**config.mk**
```make
export PLATFORM = sky130hd
export DESIGN_NAME = gpio_port
export DESIGN_NICKNAME = d
export VERILOG_FILES = /design/src/rtl/gpio_port.sv
export SDC_FILE = /design/constraint.sdc
export NUM_CORES = 1
export LEC_CHECK = 0
export BUFFER_PORTS_ARGS = -buffer_cell sky130_fd_sc_hd__buf_2
export CORE_MARGIN = 4
export CORE_UTILIZATION = 40
export CTS_BUF_LIST = sky130_fd_sc_hd__clkbuf_8
export CTS_CLUSTER_SIZE = 30
export DETAILED_ROUTE_END_ITERATION = 8
export GPL_TIMING_DRIVEN = 0
export PLACE_DENSITY = 0.65
export SYNTH_ARGS = -nofsm -noshare
export SYNTH_HDL_FRONTEND = slang
export SYNTH_SLANG_ARGS = --single-unit
```
**constraint.sdc**
```tcl
create_clock -name clk -period 2.9 [get_ports clk]
set_clock_uncertainty 0.05 [all_clocks]
set_input_delay 0.145 -clock clk [delete_from_list [all_inputs] [get_ports clk]]
set_output_delay 0.145 -clock clk [all_outputs]
set_load 0.1 [all_outputs]
```
**src/rtl/gpio_port.sv**
```systemverilog
`default_nettype none
// +--------------------------------------------------------------------------+
// | Module   : gpio_port                                                     |
// | Purpose  : WIDTH-bit memory-mapped GPIO with direction control, 2-flop   |
// |            input sync and per-pin edge interrupts (mask/polarity/W1C).   |
// |            Optional input debounce when GPIO_DEBOUNCE_EN is defined.     |
// | Revision : 1.0 - initial release                                         |
// +--------------------------------------------------------------------------+
module gpio_port #(
  parameter int               WIDTH      = 8,
  parameter logic [WIDTH-1:0] OUT_RESET  = '0,
  parameter int               DEB_CYCLES = 16
) (
  input  logic             clk,
  input  logic             reset,
  input  logic             bus_valid,
  output logic             bus_ready,
  input  logic [4:0]       bus_addr,
  input  logic [31:0]      bus_wdata,
  input  logic [3:0]       bus_wstrb,
  output logic [31:0]      bus_rdata,
  input  logic [WIDTH-1:0] pin_in,
  output logic [WIDTH-1:0] pin_out,
  output logic [WIDTH-1:0] pin_oe,
  output logic             irq
);

  localparam logic [2:0] c_A_OUT    = 3'd0;
  localparam logic [2:0] c_A_DIR    = 3'd1;
  localparam logic [2:0] c_A_IN     = 3'd2;
  localparam logic [2:0] c_A_MASK   = 3'd3;
  localparam logic [2:0] c_A_EDGE   = 3'd4;
  localparam logic [2:0] c_A_STATUS = 3'd5;

  logic [WIDTH-1:0] r_out, r_dir, r_mask, r_edge, r_status;
  logic             r_ready, r_irq;
  logic [31:0]      r_rdata;
  logic [WIDTH-1:0] r_sync1, r_sync2, r_prev;
  logic [1:0]       r_fill;
  logic             r_primed;

  logic [WIDTH-1:0] w_cur;
  logic             w_cur_vld;
  logic [WIDTH-1:0] w_rise, w_fall, w_event;
  logic             w_accept, w_write;
  logic [2:0]       w_sel;
  logic [31:0]      w_bmask32;
  logic [WIDTH-1:0] w_wmask, w_wdata, w_w1c;
  logic [31:0]      w_rd;
  logic             w_unused;

  assign w_sel     = bus_addr[4:2];
  assign w_accept  = bus_valid & ~r_ready;
  assign w_write   = w_accept & (|bus_wstrb);
  assign w_bmask32 = {{8{bus_wstrb[3]}}, {8{bus_wstrb[2]}}, {8{bus_wstrb[1]}}, {8{bus_wstrb[0]}}};
  assign w_wmask   = w_bmask32[WIDTH-1:0];
  assign w_wdata   = bus_wdata[WIDTH-1:0];
  assign w_w1c     = (w_write && (w_sel == c_A_STATUS)) ? (w_wdata & w_wmask) : '0;
  assign w_unused  = ^{bus_addr[1:0], bus_wdata, w_bmask32};

  function automatic logic [WIDTH-1:0] merge(input logic [WIDTH-1:0] old_v,
                                             input logic [WIDTH-1:0] new_v,
                                             input logic [WIDTH-1:0] mask);
    return (old_v & ~mask) | (new_v & mask);
  endfunction

  // r_fill tracks how far valid samples have propagated after reset.
  always_ff @(posedge clk or posedge reset) begin
    if (reset) begin
      r_sync1  <= '0;
      r_sync2  <= '0;
      r_prev   <= '0;
      r_fill   <= '0;
      r_primed <= 1'b0;
    end else begin
      r_sync1  <= pin_in;
      r_sync2  <= r_sync1;
      r_prev   <= w_cur;
      r_fill   <= {r_fill[0], 1'b1};
      r_primed <= r_primed | w_cur_vld;
    end
  end

`ifdef GPIO_DEBOUNCE_EN
  localparam int                 c_CNT_W    = $clog2(DEB_CYCLES + 1);
  localparam logic [c_CNT_W-1:0] c_CNT_LAST = c_CNT_W'(DEB_CYCLES - 1);

  logic r_cur_vld;

  always_ff @(posedge clk or posedge reset) begin
    if (reset) r_cur_vld <= 1'b0;
    else       r_cur_vld <= r_cur_vld | r_fill[1];
  end

  assign w_cur_vld = r_cur_vld;

  generate
    for (genvar i = 0; i < WIDTH; i++) begin : g_deb
      logic [c_CNT_W-1:0] r_cnt;
      logic               r_bit;

      // The first valid synchronised sample loads directly so a pin held
      // high through reset is not mistaken for a rising edge.
      always_ff @(posedge clk or posedge reset) begin
        if (reset) begin
          r_cnt <= '0;
          r_bit <= 1'b0;
        end else if (!r_cur_vld) begin
          r_cnt <= '0;
          r_bit <= r_sync2[i];
        end else if (r_sync2[i] == r_bit) begin
          r_cnt <= '0;
        end else if (r_cnt == c_CNT_LAST) begin
          r_cnt <= '0;
          r_bit <= r_sync2[i];
        end else begin
          r_cnt <= r_cnt + 1'b1;
        end
      end

      assign w_cur[i] = r_bit;
    end
  endgenerate
`else
  assign w_cur     = r_sync2;
  assign w_cur_vld = r_fill[1];
`endif

  assign w_rise  = w_cur & ~r_prev;
  assign w_fall  = ~w_cur & r_prev;
  assign w_event = r_primed ? ((r_edge & w_rise) | (~r_edge & w_fall)) : '0;

  always_comb begin
    w_rd = '0;
    case (w_sel)
      c_A_OUT:    w_rd[WIDTH-1:0] = r_out;
      c_A_DIR:    w_rd[WIDTH-1:0] = r_dir;
      c_A_IN:     w_rd[WIDTH-1:0] = w_cur;
      c_A_MASK:   w_rd[WIDTH-1:0] = r_mask;
      c_A_EDGE:   w_rd[WIDTH-1:0] = r_edge;
      c_A_STATUS: w_rd[WIDTH-1:0] = r_status;
      default:    w_rd = '0;
    endcase
  end

  // Event set takes priority over a same-cycle W1C on the same bit.
  always_ff @(posedge clk or posedge reset) begin
    if (reset) begin
      r_out    <= OUT_RESET;
      r_dir    <= '0;
      r_mask   <= '0;
      r_edge   <= '0;
      r_status <= '0;
      r_ready  <= 1'b0;
      r_rdata  <= '0;
      r_irq    <= 1'b0;
    end else begin
      r_ready  <= w_accept;
      r_rdata  <= w_accept ? w_rd : 32'h0;
      r_irq    <= |(r_status & r_mask);
      r_status <= (r_status & ~w_w1c) | w_event;
      if (w_write) begin
        case (w_sel)
          c_A_OUT:  r_out  <= merge(r_out,  w_wdata, w_wmask);
          c_A_DIR:  r_dir  <= merge(r_dir,  w_wdata, w_wmask);
          c_A_MASK: r_mask <= merge(r_mask, w_wdata, w_wmask);
          c_A_EDGE: r_edge <= merge(r_edge, w_wdata, w_wmask);
          default:  ;
        endcase
      end
    end
  end

  assign bus_ready = r_ready;
  assign bus_rdata = r_rdata;
  assign pin_out   = r_out;
  assign pin_oe    = r_dir;
  assign irq       = r_irq;

endmodule
`default_nettype wire
```
==> run_results.csv <==
group,metric,value,unit
layout,final_cell_mix,"dfrtp_1 (77), buf_2 (53), mux2_2 (38)",
placement,dp_hpwl,4.88,mm
power_and_ir_drop,power.internal,1.89,mW
power_and_ir_drop,power.density,777,nW/um2
route,routedWlPerCell,15.6,um
power_and_ir_drop,p_sw,1.27,mW
clocking,insertion_delay,0.35,ns
timing,finalSetupTns,0,ns
route,viasPerCell,4.93,
route,first_iter_violations,104,
placement,routabilityCongestion,0.798,
clocking,clkSinkCount,77,
global_route,grt_max_degree,56,
clocking,ctsResizeCount,0,
power_and_ir_drop,totalPowerFinal,3.16,mW
synth,synth_warnings,0,
floorplanning,coreArea,7850,um2
clocking,clock_tree.buffer_depth,2,
route,finalWirelength,6.89,mm
layout,register_area,1930,um2
global_route,antenna_found_initial,0,
floorplanning,ios,102,
floorplanning,die_w,98.8,um
route,drc,0,
floorplanning,initial_core_util,0.420,
clocking,clockRootBuffer,"clkbuf_8",
run_status,status,"complete, no violations",
global_route,overflow,0,
floorplanning,die_area,9750,um2
layout,fillers,715,
clocking,tritoncts,"done",
layout,antenna_cells,0,
placement,io_buffers,47,
floorplanning,die_height,98.8,um
timing,slew_headroom,0.585,
clocking,h-tree-depth,3,
layout,multiInputGateArea,1210,um2
synth,ys_ff_latch,77,
timing,setup_viol,0,
power_and_ir_drop,p_leak,1.96,nW
timing,finalHoldViolCount,0,
placement,placed_area,3770,um2
timing,maxSlewViolCount,0,
route,drtAntennaViolNets,0,
synth,ys_seq_area_frac,0.585,
global_route,grt_pass1_wl,11.4,mm
worst_setup_path,worst_setup_path_end_kind,"register",
worst_hold_path,hold_path.class,"in -> reg",
timing,period_share,0.680,
power_and_ir_drop,switching_share,0.402,
global_route,grt_pass1_vias,2149,
timing,min_period,1.97,ns
power_and_ir_drop,power.share.combinational,0.323,
worst_setup_path,worstPathArrival,2.15,ns
synth,syn_area,3290,um2
worst_setup_path,required,3.08,ns
layout,fin_cells,442,
power_and_ir_drop,ir_drop,591,uV
timing,worstMarginPinSlew,0.621,ns
timing,rsz0062_at_grt,"no",
route,drt_first_pass_iters,4,
clocking,numCtsBuffers,9,
worst_setup_path,crit_fanout,8,
layout,stdcell_area,4070,um2
timing,max_freq,507,MHz
layout,num-nets-final,387,
route,vias,2181,
placement,placed_cells,417,
clocking,clk_pin_slew_worst_paths,0.08,ns
worst_setup_path,path_class,"reg -> reg",
global_route,grt_use_total,0.151,
job,maxCapViolCount,0,
power_and_ir_drop,clkPwrFrac,0.261,
worst_setup_path,worstSetupStartpointType,"register",
layout,layout-drive-gt1-share,0.418,
power_and_ir_drop,power_frac_seq,0.415,
synth,syn_avg_cell_area,13.5,um2
layout,area_growth,23.6,%
layout,final_common_cell,"dfrtp_1",
synth,synth_cell_types,31,
floorplanning,rows,32,
synth,postSynthCellCount,244,
## through the flow
step / utilization / hold slack (ns) / worst slack (ns)
finish: 0.519 / 0.0406 / 0.929
global route: 0.519 / 0.0284 / 0.862
CTS: 0.519 / 0.0309 / 0.916
detailed placement: 0.481 / 0.0821 / 0.926
global placement: 0.477 / 0.202 / -0.158
floorplan: - / 0.126 / 0.734
## per-layer routing
| metal | wire length [um] | GRT usage | up-vias |
|---|---|---|---|
| met2 | 3350 | 0.230 | 74 |
| met5 | 0 | 0 | - |
| met1 | 3040 | 0.204 | 1085 |
| met4 | 69 | 0.0410 | 0 |
| li1 | - | - | 1015 |
| met3 | 428 | 0.0573 | 7 |
## final timing paths
kind | to | slack, ns | cells after the start | start
min reg2reg | r_sync2[2] | 0.30 | 0 | r_sync1[2]
min in group asynchronous | async pin | 0.25 | 3 | reset
min | register | 0.04 | 2 | bus_wdata[5]
max in group asynchronous | async pin | 2.00 | 4 | reset
max | register | 0.93 | 4 | bus_ready
max reg2reg | register | 0.93 | 4 | bus_ready
## what timing repair did
| item | 4_1_cts | 5_1_grt |
|---|---|---|
| buffers inserted | 0 | 0 |
| hold endpoints to repair | 30 | 0 |
| hold buffers | 9 | 0 |
## area by class of cell
cell class | count | area share
well taps | 102 | 0.0313
clock buffers | 10 | 0.0338
multi-input cells | 150 | 0.296
plain buffers | 33 | 0.0544
clock inverters | 6 | 0.0172
repair buffers | 57 | 0.0867
inverters | 7 | 0.00707
flip-flops and latches | 77 | 0.473
## cells by family after synthesis
kind of cell / Yosys count / share of synthesized area
AOI/OAI and AO/OA: 32 / 0.0649
buffers and inverters: 40 / 0.0752
DFF: 77 / 0.585
muxes: 48 / 0.184
other: 2 / 0.00228
and+or+nand+nor: 45 / 0.0885
## power groups by stage
stage	Combinational [mW]	Clock, mW	Sequential (mW)
2_1_floorplan	0.401	0	1.77
6_report	1.02	0.827	1.31
3_5_place_dp	1.02	0	1.34
3_3_place_gp	1.00	0	1.33
4_1_cts	1.03	0.851	1.31
5_1_grt	1.07	0.905	1.34
## worst max-delay path, stage by stage (launching register included)
cell     delay (ns)
dfrtp_1        0.42
or3b_1         0.37
buf_2          0.18
nor3_4         0.45
mux2_2         0.40
## synthesized netlist by cell type
library cell,n,area [um2]
a21oi_1,6,30.0
a22o_1,8,70.1
a22oi_1,6,45.0
and3_1,1,6.26
and4b_1,1,10.0
and4bb_2,1,12.5
buf_2,6,30.0
buf_4,24,180
clkbuf_1,3,11.3
conb_1,2,7.51
dfrtp_1,77,1930
inv_1,6,22.5
inv_2,1,3.75
mux2_2,38,428
mux2i_1,4,40.0
mux4_1,1,26.3
mux4_2,5,113
nand2_1,6,22.5
nand2b_1,9,56.3
nand3_1,8,40.0
nand3b_1,6,45.0
nand4_1,1,6.26
nor2_1,3,11.3
nor2b_1,2,12.5
nor3_4,1,16.3
nor4b_1,2,17.5
nor4bb_1,2,20.0
o21ai_0,5,25.0
o22ai_1,7,43.8
or2_2,1,6.26
or3b_1,1,8.76
No activity file was read; power rests on OpenSTA's default activity.
